`config.mk`:
```
export PLATFORM = sky130hd
export DESIGN_NAME = multicycle_core_flat
export DESIGN_NICKNAME = d
export VERILOG_FILES = /design/src/rtl/multicycle_core_if.sv /design/src/rtl/multicycle_core.sv /design/src/flat_wrapper.sv
export SDC_FILE = /design/constraint.sdc
export NUM_CORES = 1
export LEC_CHECK = 0
export ABC_AREA = 1
export CORE_MARGIN = 4
export CORE_UTILIZATION = 45
export DETAILED_ROUTE_END_ITERATION = 10
export GPL_TIMING_DRIVEN = 0
export PLACE_DENSITY = 0.68
export RECOVER_POWER = 50
export SLEW_MARGIN = 20
export SYNTH_ARGS = -nofsm -noshare
export SYNTH_HDL_FRONTEND = slang
export SYNTH_SLANG_ARGS = --single-unit
```
`constraint.sdc`:
```
create_clock -name clock -period 2.2 [get_ports clock]
set_input_delay 0.55 -clock clock [delete_from_list [all_inputs] [get_ports clock]]
set_output_delay 0.55 -clock clock [all_outputs]
set_load 0.01 [all_outputs]
```
`src/rtl/multicycle_core_if.sv`:
```
// Data-memory ready/valid bus for multicycle_core.
// The core holds req/we/addr/wdata steady until the memory answers with ready.
interface multicycle_core_if #(
  parameter int DATA_WIDTH = 8
);
  logic                  req;
  logic                  we;
  logic [DATA_WIDTH-1:0] addr;
  logic [DATA_WIDTH-1:0] wdata;
  logic                  ready;
  logic [DATA_WIDTH-1:0] rdata;

  modport master (output req, we, addr, wdata, input ready, rdata);
  modport slave  (input req, we, addr, wdata, output ready, rdata);
endinterface

```
`src/rtl/multicycle_core.sv`:
```
// Multi-cycle processor: FETCH/DECODE/EXECUTE/MEM/WB sequencing, one instruction per 3-5+ cycles.
// Instruction memory is combinational; data memory stalls the core through the ready handshake.
//
// state     | meaning
// ----------+---------------------------------------------------------------
// S_FETCH   | latch imem_data into IR
// S_DECODE  | read operands A=R[rd], B=R[rs]; HALT opcode parks the core
// S_EXECUTE | ALU result, branch/jump pc update, or launch a memory access
// S_MEM     | hold dmem request until dmem_ready
// S_WB      | write R[rd], advance pc
// S_HALT    | terminal until reset
module multicycle_core #(
  parameter int  DATA_WIDTH = 8,
  parameter int  REG_ADDR_W = 2,
  parameter int  PC_WIDTH   = 8,
  localparam int IMM_W      = REG_ADDR_W + 3,
  localparam int INSTR_W    = 6 + 2 * REG_ADDR_W,
  localparam int NUM_REGS   = 2 ** REG_ADDR_W
) (
  input  logic                  clock,
  input  logic                  reset,
  output logic [PC_WIDTH-1:0]   imem_addr,
  input  logic [INSTR_W-1:0]    imem_data,
  multicycle_core_if.master     dmem,
  input  logic [REG_ADDR_W-1:0] dbg_sel,
  output logic [DATA_WIDTH-1:0] dbg_data,
  output logic [PC_WIDTH-1:0]   pc,
  output logic                  retire,
  output logic                  halted
);

  typedef enum logic [2:0] {
    S_FETCH, S_DECODE, S_EXECUTE, S_MEM, S_WB, S_HALT
  } state_t;

  typedef enum logic [2:0] {
    OP_ALU  = 3'b000, OP_ADDI = 3'b001, OP_LW  = 3'b010, OP_SW   = 3'b011,
    OP_BEQZ = 3'b100, OP_JMP  = 3'b101, OP_LI  = 3'b110, OP_HALT = 3'b111
  } opcode_t;

  state_t                state;
  logic [INSTR_W-1:0]    ir;
  logic [DATA_WIDTH-1:0] regs [NUM_REGS];
  logic [DATA_WIDTH-1:0] a_q, b_q, result_q, exec_result;
  logic [DATA_WIDTH-1:0] addr_q, wdata_q;
  logic                  req_q, we_q, retire_q, halted_q;
  logic [PC_WIDTH-1:0]   pc_q, pc_next, imm_pc, jmp_target;

  opcode_t               op;
  logic [REG_ADDR_W-1:0] rd, rs;
  logic [2:0]            funct;
  logic [IMM_W-1:0]      imm;
  logic [DATA_WIDTH-1:0] imm_data;

  assign op         = opcode_t'(ir[INSTR_W-1 -: 3]);
  assign rd         = ir[INSTR_W-4 -: REG_ADDR_W];
  assign rs         = ir[3 +: REG_ADDR_W];
  assign funct      = ir[2:0];
  assign imm        = ir[IMM_W-1:0];
  assign imm_data   = DATA_WIDTH'($signed(imm));
  assign imm_pc     = PC_WIDTH'($signed(imm));
  // JMP target is the unsigned {rd, imm} field, fitted to the PC width
  assign jmp_target = PC_WIDTH'(ir[INSTR_W-4:0]);
  assign pc_next    = pc_q + PC_WIDTH'(1);

  always_comb begin
    exec_result = '0;
    case (op)
      OP_ALU: begin
        case (funct)
          3'b000:  exec_result = a_q + b_q;
          3'b001:  exec_result = a_q - b_q;
          3'b010:  exec_result = a_q & b_q;
          3'b011:  exec_result = a_q | b_q;
          3'b100:  exec_result = a_q ^ b_q;
          3'b101:  exec_result = DATA_WIDTH'($signed(a_q) < $signed(b_q));
          3'b110:  exec_result = ~b_q;
          default: exec_result = b_q;
        endcase
      end
      OP_ADDI: exec_result = a_q + imm_data;
      OP_LI:   exec_result = imm_data;
      default: exec_result = '0;
    endcase
  end

  always_ff @(posedge clock) begin
    if (reset) begin
      state    <= S_FETCH;
      ir       <= '0;
      a_q      <= '0;
      b_q      <= '0;
      result_q <= '0;
      addr_q   <= '0;
      wdata_q  <= '0;
      req_q    <= 1'b0;
      we_q     <= 1'b0;
      retire_q <= 1'b0;
      halted_q <= 1'b0;
      pc_q     <= '0;
      for (int i = 0; i < NUM_REGS; i++) regs[i] <= '0;
    end else begin
      retire_q <= 1'b0;
      case (state)
        S_FETCH: begin
          ir    <= imem_data;
          state <= S_DECODE;
        end
        S_DECODE: begin
          a_q <= regs[rd];
          b_q <= regs[rs];
          if (op == OP_HALT) begin
            state    <= S_HALT;
            halted_q <= 1'b1;
          end else begin
            state    <= S_EXECUTE;
            // control transfers finish in EXECUTE, so their retire is known now
            retire_q <= (op == OP_BEQZ) || (op == OP_JMP);
          end
        end
        S_EXECUTE: begin
          case (op)
            OP_BEQZ: begin
              pc_q  <= (a_q == '0) ? pc_next + imm_pc : pc_next;
              state <= S_FETCH;
            end
            OP_JMP: begin
              pc_q  <= jmp_target;
              state <= S_FETCH;
            end
            OP_LW, OP_SW: begin
              req_q   <= 1'b1;
              we_q    <= (op == OP_SW);
              addr_q  <= b_q;
              wdata_q <= a_q;
              state   <= S_MEM;
            end
            default: begin
              result_q <= exec_result;
              retire_q <= 1'b1;
              state    <= S_WB;
            end
          endcase
        end
        S_MEM: begin
          if (dmem.ready) begin
            req_q <= 1'b0;
            we_q  <= 1'b0;
            if (op == OP_LW) begin
              result_q <= dmem.rdata;
              retire_q <= 1'b1;
              state    <= S_WB;
            end else begin
              pc_q  <= pc_next;
              state <= S_FETCH;
            end
          end
        end
        S_WB: begin
          regs[rd] <= result_q;
          pc_q     <= pc_next;
          state    <= S_FETCH;
        end
        S_HALT:  state <= S_HALT;
        default: state <= S_FETCH;
      endcase
    end
  end

  // a store retires on its ready cycle, which cannot be known a cycle early
  assign retire     = retire_q | ((state == S_MEM) && dmem.ready && (op == OP_SW));
  assign halted     = halted_q;
  assign pc         = pc_q;
  assign imem_addr  = pc_q;
  assign dbg_data   = regs[dbg_sel];
  assign dmem.req   = req_q;
  assign dmem.we    = we_q;
  assign dmem.addr  = addr_q;
  assign dmem.wdata = wdata_q;

endmodule

```
`src/flat_wrapper.sv`:
```
// flat-port wrapper written by rule: the top's interface ports become plain ports
module multicycle_core_flat 
#(
  parameter int  DATA_WIDTH = 8,
  parameter int  REG_ADDR_W = 2,
  parameter int  PC_WIDTH   = 8,
  localparam int IMM_W      = REG_ADDR_W + 3,
  localparam int INSTR_W    = 6 + 2 * REG_ADDR_W,
  localparam int NUM_REGS   = 2 ** REG_ADDR_W
)
  (clock, reset, imem_addr, imem_data, dbg_sel, dbg_data, pc, retire, halted, dmem_req, dmem_we, dmem_addr, dmem_wdata, dmem_ready, dmem_rdata);
  multicycle_core_if #(.DATA_WIDTH(DATA_WIDTH)) dmem_i ();
  input  logic clock;
  input  logic reset;
  output logic [PC_WIDTH-1:0] imem_addr;
  input  logic [INSTR_W-1:0] imem_data;
  input  logic [REG_ADDR_W-1:0] dbg_sel;
  output logic [DATA_WIDTH-1:0] dbg_data;
  output logic [PC_WIDTH-1:0] pc;
  output logic retire;
  output logic halted;
  output wire logic [$bits(dmem_i.req)-1:0] dmem_req;
  output wire logic [$bits(dmem_i.we)-1:0] dmem_we;
  output wire logic [$bits(dmem_i.addr)-1:0] dmem_addr;
  output wire logic [$bits(dmem_i.wdata)-1:0] dmem_wdata;
  input wire logic [$bits(dmem_i.ready)-1:0] dmem_ready;
  input wire logic [$bits(dmem_i.rdata)-1:0] dmem_rdata;
  assign dmem_req = dmem_i.req;
  assign dmem_we = dmem_i.we;
  assign dmem_addr = dmem_i.addr;
  assign dmem_wdata = dmem_i.wdata;
  assign dmem_i.ready = dmem_ready;
  assign dmem_i.rdata = dmem_rdata;
  multicycle_core #(.DATA_WIDTH(DATA_WIDTH), .REG_ADDR_W(REG_ADDR_W), .PC_WIDTH(PC_WIDTH)) u_core (.clock(clock), .reset(reset), .imem_addr(imem_addr), .imem_data(imem_data), .dmem(dmem_i), .dbg_sel(dbg_sel), .dbg_data(dbg_data), .pc(pc), .retire(retire), .halted(halted));
endmodule
```
# Yosys cells after proc, flatten, opt, wreduce, memory -nomap -nowiden
# Memories as Yosys holds them, arrays and structs flattened. A register that Yosys moved wholly into a read port is not among the register bits.
# Cells that the tools add are included.
# totals
register_bits,49
latchBits,0
mem_bits_rw,32
romBits,0
in_bits,23
output_inout_bits,44
elab_cells,98
memories,1
# classes
add_sub_neg,5
multipliers,0
n_div,0
magnitude_cmp,1
eq_ne,24
n_shift,0
mux,34
bitwise,5
n_reduce_logical,18
# mem_list
name,words,word_bits,rd,rd_clocked_by_memory_dff,write_ports,line_no,text
u_core.regs,4,8,3,2,4,multicycle_core.sv:43,logic [DATA_WIDTH-1:0] regs [NUM_REGS];
# op_table
operator,n
$mux 8,7
$pmux 8 s7,1
$pmux 8 s3,2
$pmux 8 s2,2
$eq 3x3->1 const B,9
$add 8x8->8,3
$eq 3x2->1 const B,6
$pmux 3 s5,1
$mux 1,13
$eq 3x1->1 const B,3
$logic_not 3->1,3
$mux 3,3
$add 8x1->8 const B,1
$and 8x8->8,1
$logic_not 8->1,1
$lt 8x8->1,1
$not 8->8,1
$or 8x8->8,1
$reduce_and 4->1,2
$reduce_or 8->1,1
$sub 8x8->8,1
$xor 8x8->8,1
$ne 2x2->1 const B,3
$pmux 3 s2,1
other kinds (14),19

# Longest topological paths before layout
# logic_depth
ltp_word,6
ltp_mapped,17

# Least setup slack after synthesis
# No wires, ideal clock.
# synth_timing
path_type,flip-flop to flip-flop
from,"reg u_core.pc_q[0], in the netlist u_core.imem_addr[0]"
to,"reg u_core.pc_q[7], in the netlist u_core.imem_addr[7]"
setup_ns,0.132
t_arrival_ns,2.105
t_required_ns,2.068
path_slack_ns,-0.037
stages_incl_launch_ff,17
path_buffers,0
path_cell_list,dfxtp_1 ha_1 nand3_1 nand3b_1 xor2_1 inv_1 ha_1 inv_1 o21bai_1 a31oi_1 nand2_1 nand2_1 nand3_1 nand2_1 nand2_1 nand2_1 a21oi_1
# synth_between
elab_chain_len,5
# synth_rtl
item,line_no,text
start: declaration,multicycle_core.sv:47,"logic [PC_WIDTH-1:0] pc_q, pc_next, imm_pc, jmp_target;"
start signal: assignment,multicycle_core.sv:124,pc_q <= (a_q == '0) ? pc_next + imm_pc : pc_next;
start signal: assignment,multicycle_core.sv:128,pc_q <= jmp_target;
start signal: assignment,multicycle_core.sv:154,pc_q <= pc_next;
$add 8x1->8 *,multicycle_core.sv:64,assign pc_next = pc_q + PC_WIDTH'(1);
$add 8x8->8,multicycle_core.sv:124,
$mux 8,multicycle_core.sv:124,
$pmux 8 s2,multicycle_core.sv:122,case (op)
$pmux 8 s3 *,multicycle_core.sv:104,case (state)
# Every way passes the cells marked *; elsewhere a longest branch is shown, timed or not. The select of a mux whose other input is x is not followed.
# A chain may end at the register's enable or synchronous reset.

# Worst setup path in the final report
# layout_timing
from,"reg u_core.pc_q[1], in the netlist u_core.imem_addr[1]"
to,"reg u_core.pc_q[7], in the netlist u_core.imem_addr[7]"
# The elaborated chain is that of the path after synthesis.

==> impl_metrics.csv <==
group,metric,value,unit
hold_path,hold_path.class,"reg2reg",
synthesis,syn-num-nets,995,
synthesis,synth-main-ff-cell,"dfxtp_1",
critical_path,r2r_end,"u_core.imem_addr[7]",
sta,min_period_over_period,101,%
synthesis,ys_ff_latch,97,
sta,drv_slew,0,
critical_path,reg2reg_depth,15,
sta,fin_crit,2.22,ns
hold_path,whs_path_depth,2,
status,violations,"negative setup slack",
cts,cts.sinks,97,
grt,grt.busiest_layer,"met2",
placed_design,portBuffers,64,
critical_path,cp-startpoint,"u_core.imem_addr[1]",
synthesis,async_flop_share,0,%
critical_path,critPathArrivalTime,2.45,ns
synthesis,avgSynthCellArea,7.07,um2
critical_path,cp.required,2.42,ns
grt,grt_max_degree,18,
grt,grt_overflow,0,
sta,fin_skew,0.0116,ns
detailed_routing,ant_nets,0,
detailed_routing,vias,6703,
detailed_routing,firstDrtPassIters,5,
die,row_count,43,
status,status,"finished with violations",
layout,area_growth,23.2,%
critical_path,startpoint_type,"flip-flop",
sta,setup_ws,-0.0205,ns
placed_design,gp_congestion,0.982,
detailed_routing,drcViolationCount,0,
detailed_routing,wl_per_cell,17.1,um
hold_path,hold_start,"u_core.dmem.req",
synthesis,yosysSeqAreaShare,34.5,%
grt,first_global_vias,6173,
critical_path,cp_max_fo,4,
power_and_ir_drop,power,8.91,mW
critical_path,worstSetupEndpointType,"flip-flop",
hold_path,whs_endpoint,"u_core.dmem.req",
cts,h-tree-depth,3,
placed_design,placedCellCount,1171,
grt,met3_usage,4.82,%
sta,tightest_slew,0.741,ns
placed_design,dp_hpwl,15.7,mm
layout,finalNetCount,1081,
layout,stdcell_count,1198,
grt,grt_pass1_wl,32.4,mm
critical_path,reg2reg_slack,-0.02,ns
die,die_h,129,um
synthesis,synthTopCellsByCount,"nand2_1 (150), a21oi_1 (122), inv_1 (112), o21ai_0 (104), nor2_1 (87)",
power_and_ir_drop,power_density,1100,nW/um2
synthesis,synth.most_common_cell,"nand2_1",
synthesis,netlist_instances,927,
sta,rsz0062_at_grt,"yes",
layout,n_antenna_cell,0,
synthesis,yosys.area.top_type_share,19.9,%
critical_path,r2r-start,"u_core.imem_addr[1]",
synthesis,ys_types,44,
flow_run,max-cap-violations,0,
synthesis,syn_area,6550,um2
sta,maxSlewHeadroom,50.4,%
die,core_area,14100,um2
synthesis,synth-warning-count,0,
sta,max_clock_freq,450,MHz
cts,cts_buffers,9,
die,initial_utilization,46.5,%
grt,grtUsageMet1,34.9,%
die,die_area,16600,um2
layout,final_layout_size_suffix_gt1_share,15.2,%
critical_path,critical_path_class,"reg2reg",
grt,grt_use_met2,38.7,%
cts,clock_path_buffers,2,
cts,clk-insertion-delay-late,0.36,ns
sta,hold_viol,0,
synthesis,yosys-top-cells-area,"dfxtp_1 (20%), edfxtp_1 (15%), a21oi_1 (9.3%)",
layout,fillers,1358,
placed_design,place_ws,-0.775,ns
die,num_io_pins,67,
cts,cts_tree,"done",
cts,clk_root_buffer_cell,"clkbuf_16",
die,die_w,129,um
detailed_routing,drt_iter0_drc,686,
power_and_ir_drop,ir_drop,0.727,mV
sta,hold_slack,0.468,ns
synthesis,synth_edf_count,32,
sta,finalSetupViolCount,1,
cts,clk_pin_slew,0.07,ns
grt,track_usage,24.9,%
layout,utilization,57.3,%
grt,antenna_found_initial,0,
detailed_routing,routed_via_density,5.60,
synthesis,synth_top_cell_by_area,"dfxtp_1",
power_and_ir_drop,p_leak,3.55,nW
detailed_routing,drt_wl_total,20.5,mm
[worst max path at each step]
stage,to,depth (start not counted)
after global placement,dbg_data[0],6
after detailed placement,dbg_data[0],6
after CTS,u_core.imem_addr[7],13
after floorplan,u_core.imem_addr[7],16
final,u_core.imem_addr[7],15
after global routing,u_core.imem_addr[7],16
[flip-flops by register name, indices dropped and copies added (netlist names), 3 cells and up]
signal             count
u_core.a_q             8
u_core.b_q             8
u_core.dmem.addr       8
u_core.dmem.wdata      8
u_core.imem_addr       8
u_core.ir             10
u_core.regs           32
u_core.result_q        8
u_core.state           3
[worst max-delay path, cell delays in order (launching register included)]
cell	delay [ns]
dfxtp_4	0.39
ha_4	0.17
nand3_4	0.08
xor2_2	0.18
inv_1	0.07
ha_1	0.31
inv_1	0.10
o21ai_1	0.11
a31oi_1	0.23
nand2_1	0.10
nand2_2	0.07
nand3_2	0.06
nand2_1	0.06
nand2_1	0.05
nand2_1	0.07
a21oi_2	0.05
[through the flow]
| stage | TNS (ns) | instance area (um2) |
|---|---|---|
| after floorplan | 0 | 6550 |
| after detailed placement | -18.21 | 7420 |
| after global routing | -1.87 | 8070 |
| after CTS | 0 | 7880 |
| after global placement | -17.59 | 7420 |
| final | -0.0205 | 8070 |
[final cells by class]
type	instances	area, um2	area share, %
Clock inverter	6	71.3	0.884
Timing Repair Buffer	76	707	8.76
Tap cell	180	225	2.79
Sequential cell	97	2310	28.6
Buffer	41	228	2.82
Multi-Input combinational cell	662	3810	47.2
Clock buffer	10	239	2.96
Inverter	126	480	5.95
[cells in the final DEF (no fill, tap or decap), types with 7 or more instances in the layout]
master,netlist,routed
nand2_1,150,140
a21oi_1,122,113
o21ai_0,104,100
inv_1,112,100
nor2_1,87,85
dfxtp_1,65,47
nand3_1,42,37
ha_1,41,36
clkdlybuf4s50_1,0,34
edfxtp_1,32,32
inv_2,14,23
buf_4,8,22
o211ai_1,21,21
dlygate4sd3_1,0,19
clkbuf_1,21,18
nor3_1,13,12
nand2_2,2,11
nand4_1,11,11
a21oi_2,1,10
clkbuf_16,0,9
dfxtp_2,0,9
dfxtp_4,0,9
a31oi_1,8,8
buf_2,10,8
nor2_2,6,7
[logic make-up after synthesis]
group / Yosys count / synth area share, %
AO/OA/AOI/OAI: 283 / 23.7
XOR/XNOR: 10 / 1.34
adder cells (fa/ha/maj): 45 / 9.05
buffers and inverters: 168 / 10.3
flip-flops: 97 / 34.5
AND/OR/NAND/NOR: 324 / 21.1
[repair_timing]
item | 4_1_cts | 5_1_grt
resized for setup | 70 | 67
pin swaps | 3 | 14
endpoints found under the hold margin | 0 | 0
endpoints found under the setup margin | 27 | 36
buffers inserted | 6 | 6
hold buffers | 0 | 0
[power breakdown]
group | switching (mW) | internal (mW) | total, mW | leakage [nW]
combinational | 2.92 | 1.76 | 4.68 | 2.53
clock | 0.723 | 0.926 | 1.65 | 0.148
sequential | 0.420 | 2.16 | 2.58 | 0.871
total | 4.06 | 4.85 | 8.91 | 3.55
[layer usage]
layer / share of wire, % / vias to the layer above / wire, um
li1: - / 3299 / -
met3: 7.3 / 38 / 1500
met5: 0 / - / 0
met4: 2.1 / 0 / 434
met2: 45 / 265 / 9280
met1: 45 / 3101 / 9300
No activity file was read; power rests on OpenSTA's default activity.
